**src/rtl/keypad_hex_entry.sv**
```systemverilog
// Scans a 4x4 active-low hex keypad, debounces and decodes presses, and shifts each
// accepted digit into a 4-digit number. Optional macro KEYPAD_CLEAR_KEY_EN: key C clears the number.
module keypad_hex_entry #(
    parameter int SCAN_DIV_BITS    = 17,
    parameter int DEBOUNCE_SAMPLES = 4
) (
    input  logic        clock_100Mhz,
    input  logic        reset,
    input  logic [3:0]  row_sense,
    output logic [3:0]  col_drive,
    output logic [3:0]  key_code,
    output logic        key_valid,
    output logic        key_pressed,
    output logic [15:0] entered_number
);

    typedef enum logic [1:0] {
        SCAN     = 2'd0,
        DEBOUNCE = 2'd1,
        HELD     = 2'd2
    } state_t;

    localparam logic [3:0] DEB_TARGET = 4'(DEBOUNCE_SAMPLES);

    state_t                   state_r;
    logic [3:0]               sync1_r;
    logic [3:0]               rs_r;
    logic [SCAN_DIV_BITS-1:0] dwell_r;
    logic [1:0]               col_r;
    logic [1:0]               row_r;
    logic [3:0]               cnt_r;

    logic                     sample_s;
    logic                     hit_s;
    logic [1:0]               win_row_s;
    logic [1:0]               col_next_s;
    logic [3:0]               cnt_inc_s;
    logic [3:0]               acc_code_s;

    function automatic logic [3:0] decode_key(input logic [1:0] col, input logic [1:0] row);
        logic [3:0] code;
        case ({col, row})
            4'b00_00: code = 4'h1;
            4'b00_01: code = 4'h4;
            4'b00_10: code = 4'h7;
            4'b00_11: code = 4'h0;
            4'b01_00: code = 4'h2;
            4'b01_01: code = 4'h5;
            4'b01_10: code = 4'h8;
            4'b01_11: code = 4'hF;
            4'b10_00: code = 4'h3;
            4'b10_01: code = 4'h6;
            4'b10_10: code = 4'h9;
            4'b10_11: code = 4'hE;
            4'b11_00: code = 4'hA;
            4'b11_01: code = 4'hB;
            4'b11_10: code = 4'hC;
            4'b11_11: code = 4'hD;
            default:  code = 4'h0;
        endcase
        return code;
    endfunction

    function automatic logic [3:0] col_low(input logic [1:0] col);
        logic [3:0] drive;
        case (col)
            2'd0:    drive = 4'b1110;
            2'd1:    drive = 4'b1101;
            2'd2:    drive = 4'b1011;
            2'd3:    drive = 4'b0111;
            default: drive = 4'b1110;
        endcase
        return drive;
    endfunction

    function automatic logic [15:0] next_number(input logic [15:0] cur, input logic [3:0] code);
        logic [15:0] nxt;
`ifdef KEYPAD_CLEAR_KEY_EN
        if (code == 4'hC) begin
            nxt = 16'h0000;
        end else begin
            nxt = {cur[11:0], code};
        end
`else
        nxt = {cur[11:0], code};
`endif
        return nxt;
    endfunction

    // Sample strobe, lowest-row priority pick and next-column helpers
    always_comb begin
        sample_s   = &dwell_r;
        hit_s      = (rs_r != 4'hF);
        col_next_s = col_r + 2'd1;
        cnt_inc_s  = cnt_r + 4'd1;
        if (!rs_r[0]) begin
            win_row_s = 2'd0;
        end else if (!rs_r[1]) begin
            win_row_s = 2'd1;
        end else if (!rs_r[2]) begin
            win_row_s = 2'd2;
        end else begin
            win_row_s = 2'd3;
        end
        acc_code_s = decode_key(col_r, win_row_s);
    end

    // Two-flop synchronizer for the asynchronous rows and the free-running dwell counter
    always_ff @(posedge clock_100Mhz or posedge reset) begin
        if (reset) begin
            sync1_r <= 4'hF;
            rs_r    <= 4'hF;
            dwell_r <= '0;
        end else begin
            sync1_r <= row_sense;
            rs_r    <= sync1_r;
            dwell_r <= dwell_r + SCAN_DIV_BITS'(1);
        end
    end

    // Scan / debounce / held state machine with registered outputs
    always_ff @(posedge clock_100Mhz or posedge reset) begin
        if (reset) begin
            state_r        <= SCAN;
            col_r          <= 2'd0;
            row_r          <= 2'd0;
            cnt_r          <= 4'd0;
            col_drive      <= 4'b1110;
            key_code       <= 4'h0;
            key_valid      <= 1'b0;
            key_pressed    <= 1'b0;
            entered_number <= 16'h0000;
        end else begin
            key_valid <= 1'b0;
            if (sample_s) begin
                case (state_r)
                    SCAN: begin
                        if (hit_s) begin
                            row_r <= win_row_s;
                            if (DEB_TARGET == 4'd1) begin
                                key_code       <= acc_code_s;
                                key_valid      <= 1'b1;
                                key_pressed    <= 1'b1;
                                entered_number <= next_number(entered_number, acc_code_s);
                                cnt_r          <= 4'd0;
                                state_r        <= HELD;
                            end else begin
                                cnt_r   <= 4'd1;
                                state_r <= DEBOUNCE;
                            end
                        end else begin
                            col_r     <= col_next_s;
                            col_drive <= col_low(col_next_s);
                        end
                    end
                    DEBOUNCE: begin
                        if (hit_s && (win_row_s == row_r)) begin
                            if (cnt_inc_s == DEB_TARGET) begin
                                key_code       <= acc_code_s;
                                key_valid      <= 1'b1;
                                key_pressed    <= 1'b1;
                                entered_number <= next_number(entered_number, acc_code_s);
                                cnt_r          <= 4'd0;
                                state_r        <= HELD;
                            end else begin
                                cnt_r <= cnt_inc_s;
                            end
                        end else begin
                            cnt_r     <= 4'd0;
                            state_r   <= SCAN;
                            col_r     <= col_next_s;
                            col_drive <= col_low(col_next_s);
                        end
                    end
                    HELD: begin
                        // Keys in other columns are invisible here since only this column is driven
                        if (rs_r == 4'hF) begin
                            if (cnt_inc_s == DEB_TARGET) begin
                                key_pressed <= 1'b0;
                                cnt_r       <= 4'd0;
                                state_r     <= SCAN;
                                col_r       <= col_next_s;
                                col_drive   <= col_low(col_next_s);
                            end else begin
                                cnt_r <= cnt_inc_s;
                            end
                        end else begin
                            cnt_r <= 4'd0;
                        end
                    end
                    default: begin
                        cnt_r     <= 4'd0;
                        state_r   <= SCAN;
                        col_r     <= 2'd0;
                        col_drive <= 4'b1110;
                    end
                endcase
            end
        end
    end

endmodule

```
**config.mk**
```make
export PLATFORM = sky130hd
export DESIGN_NAME = keypad_hex_entry
export DESIGN_NICKNAME = d
export VERILOG_FILES = /design/src/rtl/keypad_hex_entry.sv
export SDC_FILE = /design/constraint.sdc
export NUM_CORES = 1
export LEC_CHECK = 0
export BUFFER_PORTS_ARGS = -buffer_cell sky130_fd_sc_hd__buf_2
export CAP_MARGIN = 5
export CORE_UTILIZATION = 50
export DETAILED_ROUTE_END_ITERATION = 6
export HOLD_SLACK_MARGIN = 0.08
export MAX_ROUTING_LAYER = met4
export PLACE_DENSITY = 0.7
export SLEW_MARGIN = 20
export SYNTH_ARGS = -nofsm -noshare
export SYNTH_HDL_FRONTEND = slang
export SYNTH_SLANG_ARGS = --single-unit
export TNS_END_PERCENT = 5
```
**constraint.sdc**
```tcl
create_clock -name clock_100Mhz -period 2.2 [get_ports clock_100Mhz]
set_input_delay 0.11 -clock clock_100Mhz [delete_from_list [all_inputs] [get_ports clock_100Mhz]]
set_output_delay 0.11 -clock clock_100Mhz [all_outputs]
set_load 0.05 [all_outputs]
```
# Word level (Yosys, flattened, before mapping)
# Memories as Yosys holds them, arrays and structs flattened.
# Index checks and enable logic that the tools add are counted.
# word_totals
register_bits,61
mem_count,1
output_inout_bits,26
romBits,64
elab_cells,78
in_bits,6
# mem_list
name,depth,width,read_ports,rd_clocked_by_memory_dff,write_ports,line,rtl
(no name shown),16,4,1,0,0,42,"case ({col, row})"
# op_classes
eq_ne,17
reduce_logical,11
n_mux,34
add_sub_neg,3
# ops
operator,count
AND reduction 21 bit,2
two-way mux 4 bit,8
one-hot mux 4 bit (3 select lines),2
two-way mux 2 bit,11
AND reduction 22 bit,1
AND reduction 20 bit,1
AND reduction 19 bit,1
AND reduction 18 bit,1
"adder 17 x 1 -> 17 bit, second input constant",1
AND reduction 17 bit,1
one-hot mux 4 bit (4 select lines),1
"!= test 2 bit, second input constant",7
one-hot mux 2 bit (3 select lines),2
two-way mux 1 bit,9
"== test 2 bit, second input constant",3
"adder 4 x 1 -> 4 bit, second input constant",1
"== test 2 x 1 -> 1 bit, second input constant",2
"== test 4 x 3 -> 1 bit, second input constant",1
"== test 4 bit, second input constant",1
zero test 2 bit,2
"!= test 4 bit, second input constant",1
"!= test 3 bit, second input constant",1
"adder 2 x 1 -> 2 bit, second input constant",1
== test 2 bit,1
3 further kinds,3

# Logic depth before layout (Yosys ltp)
# Gate-level depths: netlist (run 1).
# logic_depth
ltp_word,8
depth_mapped,7
mapped_depth_nobuf,7

# Worst setup path after synthesis (run 1)
# No wires, ideal clock.
# synth_timing
path_type,register -> register
from,reg cnt_r[0]
to,reg col_drive[0]
setup_time_ns,0.125
setup_slack_ns,0.219
path_stages_with_launch,7
path_buffers,0
t_arrival_ns,1.856
t_required_ns,2.075
synth_period_minus_slack_ns,1.981
path_cell_list,dfrtp_1 -> ha_1 -> inv_1 -> o2111ai_1 -> a31o_2 -> a211oi_4 -> mux2_2
# synth_via
elab_chain_cells,4
# synth_lines
item,line,rtl
"start, declared",31,logic [3:0] cnt_r;
"start signal, assigned",166,cnt_r <= cnt_inc_s;
"start signal, assigned",185,cnt_r <= cnt_inc_s;
adder 4 x 1 -> 4 bit,95,cnt_inc_s = cnt_r + 4'd1;
== test 4 x 3 -> 1 bit,178,if (cnt_inc_s == DEB_TARGET) begin
!= test 2 bit (no line),-,
AND reduction 21 bit (no line),-,
"end signal, assigned",153,col_drive <= col_low(col_next_s);
"end signal, assigned",172,col_drive <= col_low(col_next_s);
"end signal, assigned",183,col_drive <= col_low(col_next_s);
"end, declared",10,"output logic [3:0] col_drive,"
# No other way between the ends.
# A chain may end at the register's enable or synchronous reset.

# Worst setup path in the final report (run 1)
# layout_timing
from,reg cnt_r[0]
to,reg col_r[0]
# layout_via
elab_chain_cells,4
# layout_lines
item,line,rtl
adder 4 x 1 -> 4 bit,95,
== test 4 x 3 -> 1 bit,178,
!= test 2 bit (no line),-,
AND reduction 21 bit (no line),-,
"end signal, assigned",152,col_r <= col_next_s;
"end signal, assigned",171,col_r <= col_next_s;
"end signal, assigned",182,col_r <= col_next_s;
"end, declared",29,logic [1:0] col_r;
# No other way between the ends.

==> impl_metrics.env, run 1 <==
export IMPL_drive_gt1_share_pct=36.9
export IMPL_start_util_pct=52.7
export IMPL_status="finished, final reports clean"
export IMPL_wirelength_um=4740
export IMPL_syn_num_nets=241
export IMPL_drc=0
export IMPL_syn_to_final_growth_pct=17.1
export IMPL_r2r_start="cnt_r[0]"
export IMPL_fin_hold_ws_ns=0.226
export IMPL_place_gp_congestion=0.853
export IMPL_tightest_slew_ns=0.923
export IMPL_drv_slew=0
export IMPL_synth_seq_cells=57
export IMPL_dieArea_sq_um=5750
export IMPL_syn_area_per_cell_sq_um=12.1
export IMPL_tns_ns=0
export IMPL_rr_endpoint="col_r[0]"
export IMPL_post_synth_top_count_cell="dfrtp_1"
export IMPL_synth_edf_count=0
export IMPL_dp_slack_ns=0.0246
export IMPL_cts_tree="yes"
export IMPL_yosys_top_cells_area="dfrtp_1 42%, dfstp_2 11%, mux2_2 8.3%, ha_1 4.6%, xnor2_1 3.9%"
export IMPL_setup_violations=0
export IMPL_dr_pass1_iters=4
export IMPL_vdd_drop_max_uv=491
export IMPL_min_period_over_period_pct=95.9
export IMPL_reg2reg_slack_ns=0.09
export IMPL_ys_warn_count=0
export IMPL_grt_pass1_vias=1728
export IMPL_io_pins=32
export IMPL_cts_clk_slew_worst_paths_ns=0.06
export IMPL_path_class="reg2reg"
export IMPL_antenna_left=0
export IMPL_clock_skew_ns=0.00708
export IMPL_synth_ff_type="dfrtp_1"
export IMPL_ctsResizeCount=0
export IMPL_fin_area_sq_um=3190
export IMPL_wl_per_cell_um=13.6
export IMPL_antenna_found_initial=0
export IMPL_fin_crit_ns=2.11
export IMPL_die_height_um=75.8
export IMPL_viasPerCell=5.21
export IMPL_synthArstFlopShare_pct=100
export IMPL_ff2ff_path_depth=7
export IMPL_drtIter0Drc=47
export IMPL_yosysSeqAreaShare_pct=52.8
export IMPL_overflow=0
export IMPL_cts_sinks=57
export IMPL_cts_buffer_depth=2
export IMPL_htreeDepth=3
export IMPL_grt_use_total_pct=19.7
export IMPL_dpl_hpwl_um=3350
export IMPL_crit_fanout=7
export IMPL_numCtsBuffers=9
export IMPL_end_kind="flop"
export IMPL_netlist_area_sq_um=2730
export IMPL_vias=1817
export IMPL_p_per_area_nw_per_um2=607
export IMPL_grt_max_degree=28
export IMPL_antenna_cells=0
export IMPL_fmax_mhz=474
export IMPL_arrival_ns=2.34
export IMPL_hp_class="in2async"
export IMPL_hold_viol=0
export IMPL_nets=290
export IMPL_slew_headroom_pct=37.7
export IMPL_setup_ws_ns=0.0898
export IMPL_dpl_cell_area_sq_um=2960
export IMPL_rsz0062_at_grt="false"
export IMPL_cts_root_buf="clkbuf_8"
export IMPL_leakagePower_nw=1.58
export IMPL_worstPathRequired_ns=2.43
export IMPL_ys_top_cells_by_count="46 x dfrtp_1, 20 x mux2_2, 16 x nand2_1, 12 x a21oi_1, 12 x xnor2_1"
export IMPL_grt_pass1_wl_um=7850
export IMPL_ys_types=47
export IMPL_start_kind="flop"
export IMPL_row_count=26
export IMPL_synth_top_area_share_pct=42.2
export IMPL_netlist_top_cell_by_area="dfrtp_1"
export IMPL_coreArea_sq_um=5170
export IMPL_cap_violations=0
export IMPL_synthCells=225
export IMPL_portBuffers=31
export IMPL_die_w_um=75.8
export IMPL_clk_latency_ns=0.34
[critical path, cell delays in order (launching register included)]
cell       delay (ns)
dfrtp_1          0.45
ha_1             0.25
inv_1            0.08
o2111ai_1        0.20
a31o_2           0.32
a211oi_4         0.18
buf_4            0.18
mux2_2           0.33
[layout make-up]
cell class / count / area, sq um
inverters: 11 / 41.3
multi-input cells: 149 / 1180
well taps: 70 / 87.6
clock buffers: 10 / 128
fillers: 421 / 1980
repair buffers: 46 / 280
clock inverters: 6 / 35.0
flip-flops and latches: 57 / 1440
[cells in the final DEF, fill, tap and decap left out, types with 10 or more instances in the layout]
| cell type | instances |
|---|---|
| buf_4 | 10 |
| ha_1 | 10 |
| nand3_1 | 10 |
| nand2_1 | 16 |
| nor2_1 | 10 |
| dfrtp_1 | 46 |
| a21oi_1 | 12 |
| mux2_2 | 20 |
| buf_2 | 31 |
| xnor2_1 | 12 |
| inv_1 | 10 |
| dfstp_2 | 11 |
[flip-flops by register name, indices dropped and copies added, names as in the netlist]
signal / count
state_r: 2
row_r: 2
col_drive: 4
key_pressed: 1
sync1_r: 4
key_code: 3
key_valid: 1
rs_r: 4
cnt_r: 4
entered_number: 13
col_r: 2
dwell_r: 17
[metrics by stage]
stage               cells  total power, mW  util [%]
floorplan             225             1.12         -
global placement      326             1.13      57.3
detailed placement    326             1.14      57.3
CTS                   347             1.97      61.4
global route          349             2.02      61.7
finish                349             1.94      61.7
[layer usage]
metal  routed length (um)  up-vias  track usage (%)  share of wire [%]
li1                     -      892                -                  -
met1                 2170      872             23.0                 46
met2                 2260       46             30.0                 48
met3                  246        7             8.73                5.2
met4                   68        0             7.41                1.4
met5                    0        -                -                  0
[how the worst max path moves through the flow]
stage                  start      endpoint  slack [ns]  depth (start not counted)
finish              cnt_r[0]      col_r[0]        0.09                          7
floorplan           cnt_r[0]  col_drive[0]        0.22                          6
detailed placement  cnt_r[0]      col_r[0]        0.02                          6
global route        cnt_r[0]      col_r[0]       0.008                          7
CTS                 cnt_r[0]      col_r[0]       0.009                          6
global placement    cnt_r[0]  col_drive[0]        0.11                          6
[power by group]
group          total, mW  leakage, nW  switching (mW)  internal [mW]
Sequential          1.07        0.744         0.00545           1.06
Clock              0.814       0.0818           0.415          0.399
Combinational     0.0551        0.758          0.0337         0.0214
[kinds of logic (layout without fill, tap and decap cells)]
family	Yosys count	count (layout)	share of synthesized area, %
buf+inv	19	73	3.90
fa+ha+maj	10	10	4.59
simple gates	64	64	14.5
xor+xnor	15	15	4.82
flops	57	57	52.8
mux	25	25	10.3
compound gates	35	35	9.13
[repair_timing]
item	in CTS	in global routing
endpoints found under the hold margin	50	0
endpoints found under the setup margin	0	5
buffers inserted	0	2
hold buffers	5	0
Power figures use the tool's default switching activity.
==> run 2: changes to the inputs <==
RECOVER_POWER = 100   (was not set)
==> run 2 against run 1 <==
Sequential power barely moved. Critical path depth did not move. Flip-flop and latch count did not move. Non-clock buffer count did not move. Register-to-register slack barely moved. Count of clock-buffer cells in the layout did not move. Final area fell by 1.8%. Global-route usage did not move. Power barely moved. Largest cell class unchanged.
==> impl_metrics.env, run 2 (synthesis gave the netlist of run 1 again) <==
export IMPL_cap_violations=0
export IMPL_antenna_left=0
export IMPL_nets=290
export IMPL_start_util_pct=52.7
export IMPL_arrival_ns=2.33
export IMPL_dieArea_sq_um=5750
export IMPL_setup_ws_ns=0.0944
export IMPL_cts_root_buf="clkbuf_8"
export IMPL_multi_input_area_sq_um=1170
export IMPL_row_count=26
export IMPL_slew_headroom_pct=29.4
export IMPL_grt_max_degree=28
export IMPL_ff2ff_path_depth=7
export IMPL_syn_to_final_growth_pct=15.0
export IMPL_rr_endpoint="col_r[0]"
export IMPL_r2r_start="cnt_r[0]"
export IMPL_antenna_found_initial=0
export IMPL_cts_tree="yes"
export IMPL_tightest_slew_ns=1.06
export IMPL_regMostFlops="dwell_r"
export IMPL_path_class="reg2reg"
export IMPL_end_kind="flop"
export IMPL_grt_pass1_wl_um=7850
export IMPL_critPathSlowestCell="dfrtp_1"
export IMPL_fin_total_pwr_mw=1.94
export IMPL_antenna_cells=0
export IMPL_drtIter0Drc=46
export IMPL_drc=0
export IMPL_cts_buffer_depth=2
export IMPL_vias=1811
export IMPL_setup_violations=0
export IMPL_cts_clk_slew_worst_paths_ns=0.06
export IMPL_drv_slew=0
export IMPL_crit_fanout=7
export IMPL_grt_use_total_pct=19.7
export IMPL_clk_latency_ns=0.34
export IMPL_layout_area_seq_sq_um=1440
export IMPL_coreArea_sq_um=5170
export IMPL_dr_pass1_iters=4
export IMPL_cts_sinks=57
export IMPL_clock_skew_ns=0.00697
export IMPL_crit_path_cell_trace="ha_1 > inv_1 > o2111ai_1 > a31o_2 > a211oi_4 > buf_4 > mux2_2"
export IMPL_hold_viol=0
export IMPL_vdd_drop_max_uv=491
export IMPL_largest_reg_flops=17
export IMPL_worstPathRequired_ns=2.43
export IMPL_critPathTopFamily="compound AO/OA/AOI/OAI gates"
export IMPL_numCtsBuffers=9
export IMPL_io_pins=32
export IMPL_critPathBufInv=2
export IMPL_rsz0062_at_grt="false"
export IMPL_leakagePower_nw=1.46
export IMPL_dp_slack_ns=0.0246
export IMPL_tns_ns=0
export IMPL_viasPerCell=5.19
export IMPL_hp_class="in2async"
export IMPL_wirelength_um=4790
export IMPL_grt_pass1_vias=1728
export IMPL_fin_hold_ws_ns=0.286
export IMPL_portBuffers=31
export IMPL_place_gp_congestion=0.853
export IMPL_fillers=442
export IMPL_min_period_over_period_pct=95.7
export IMPL_die_w_um=75.8
export IMPL_status="finished, final reports clean"
export IMPL_overflow=0
export IMPL_p_per_area_nw_per_um2=617
export IMPL_die_height_um=75.8
export IMPL_htreeDepth=3
export IMPL_wl_per_cell_um=13.7
export IMPL_final_common_cell="dfrtp_1"
export IMPL_final_cell_mix="46 x dfrtp_1, 31 x clkbuf_1, 20 x mux2_2"
export IMPL_drive_gt1_share_pct=24.7
export IMPL_fin_crit_ns=2.11
export IMPL_reg2reg_slack_ns=0.09
export IMPL_max_stage_delay_ns=0.45
export IMPL_start_kind="flop"
export IMPL_largestRegisters="dwell_r: 17 flops, entered_number: 13 flops"
export IMPL_fmax_mhz=475
export IMPL_dpl_hpwl_um=3350
==> run 2: cell count changes in the layout (fill, tap and decap cells not counted), sizes merged <==
cell    before  now
buf         41   10
clkbuf      10   41
==> run 2: metrics by stage <==
step	area [sq um]	utilization (%)	std cells
2_1_floorplan	2730	-	225
3_3_place_gp	2960	57.3	326
3_5_place_dp	2960	57.3	326
4_1_cts	3180	61.4	347
5_1_grt	3140	60.6	349
6_report	3140	60.6	349
==> run 2: area by class of cell <==
type | instances | share of cell area [%]
clock buffers | 10 | 4.07
clock inverters | 6 | 1.12
inverters | 11 | 1.32
multi-input cells | 149 | 37.4
flip-flops and latches | 57 | 45.9
well taps | 70 | 2.79
repair buffers | 46 | 7.42
==> run 2: repair_timing <==
action / CTS / global route
endpoints found under the setup margin: 0 / 5
buffers inserted: 0 / 2
endpoints found under the hold margin: 50 / 0
hold buffers: 5 / 0
gates resized for setup: 0 / 0
==> run 2: per-layer routing <==
| layer | wire [um] | up-vias | track usage, % |
|---|---|---|---|
| met5 | 0 | - | - |
| met4 | 68 | 0 | 7.41 |
| met3 | 232 | 8 | 8.73 |
| met2 | 2260 | 37 | 30.0 |
| met1 | 2230 | 872 | 23.0 |
| li1 | - | 894 | - |
==> run 2: report_power, final <==
group,internal (mW),leakage (nW),switching [mW]
Clock,0.399,0.0818,0.416
Sequential,1.06,0.744,0.00545
Combinational,0.0197,0.630,0.0336
Total,1.48,1.46,0.455
==> run 2: worst reg2reg max path, cell delays in order, from the launching register on <==
cell and delay (ns):
dfrtp_1 0.45, ha_1 0.25, inv_1 0.08, o2111ai_1 0.20, a31o_2 0.32, a211oi_4 0.18
buf_4 0.18, mux2_2 0.33
==> run 2: worst max-delay path by stage <==
stage | end | slack [ns] | startpoint | cells after the start
final | col_r[0] | 0.09 | cnt_r[0] | 7
after global routing | entered_number[11] | 0.006 | dwell_r[0] | 6
after CTS | col_r[0] | 0.009 | cnt_r[0] | 6
after detailed placement | col_r[0] | 0.02 | cnt_r[0] | 6
after global placement | col_drive[0] | 0.11 | cnt_r[0] | 6
after floorplan | col_drive[0] | 0.22 | cnt_r[0] | 6
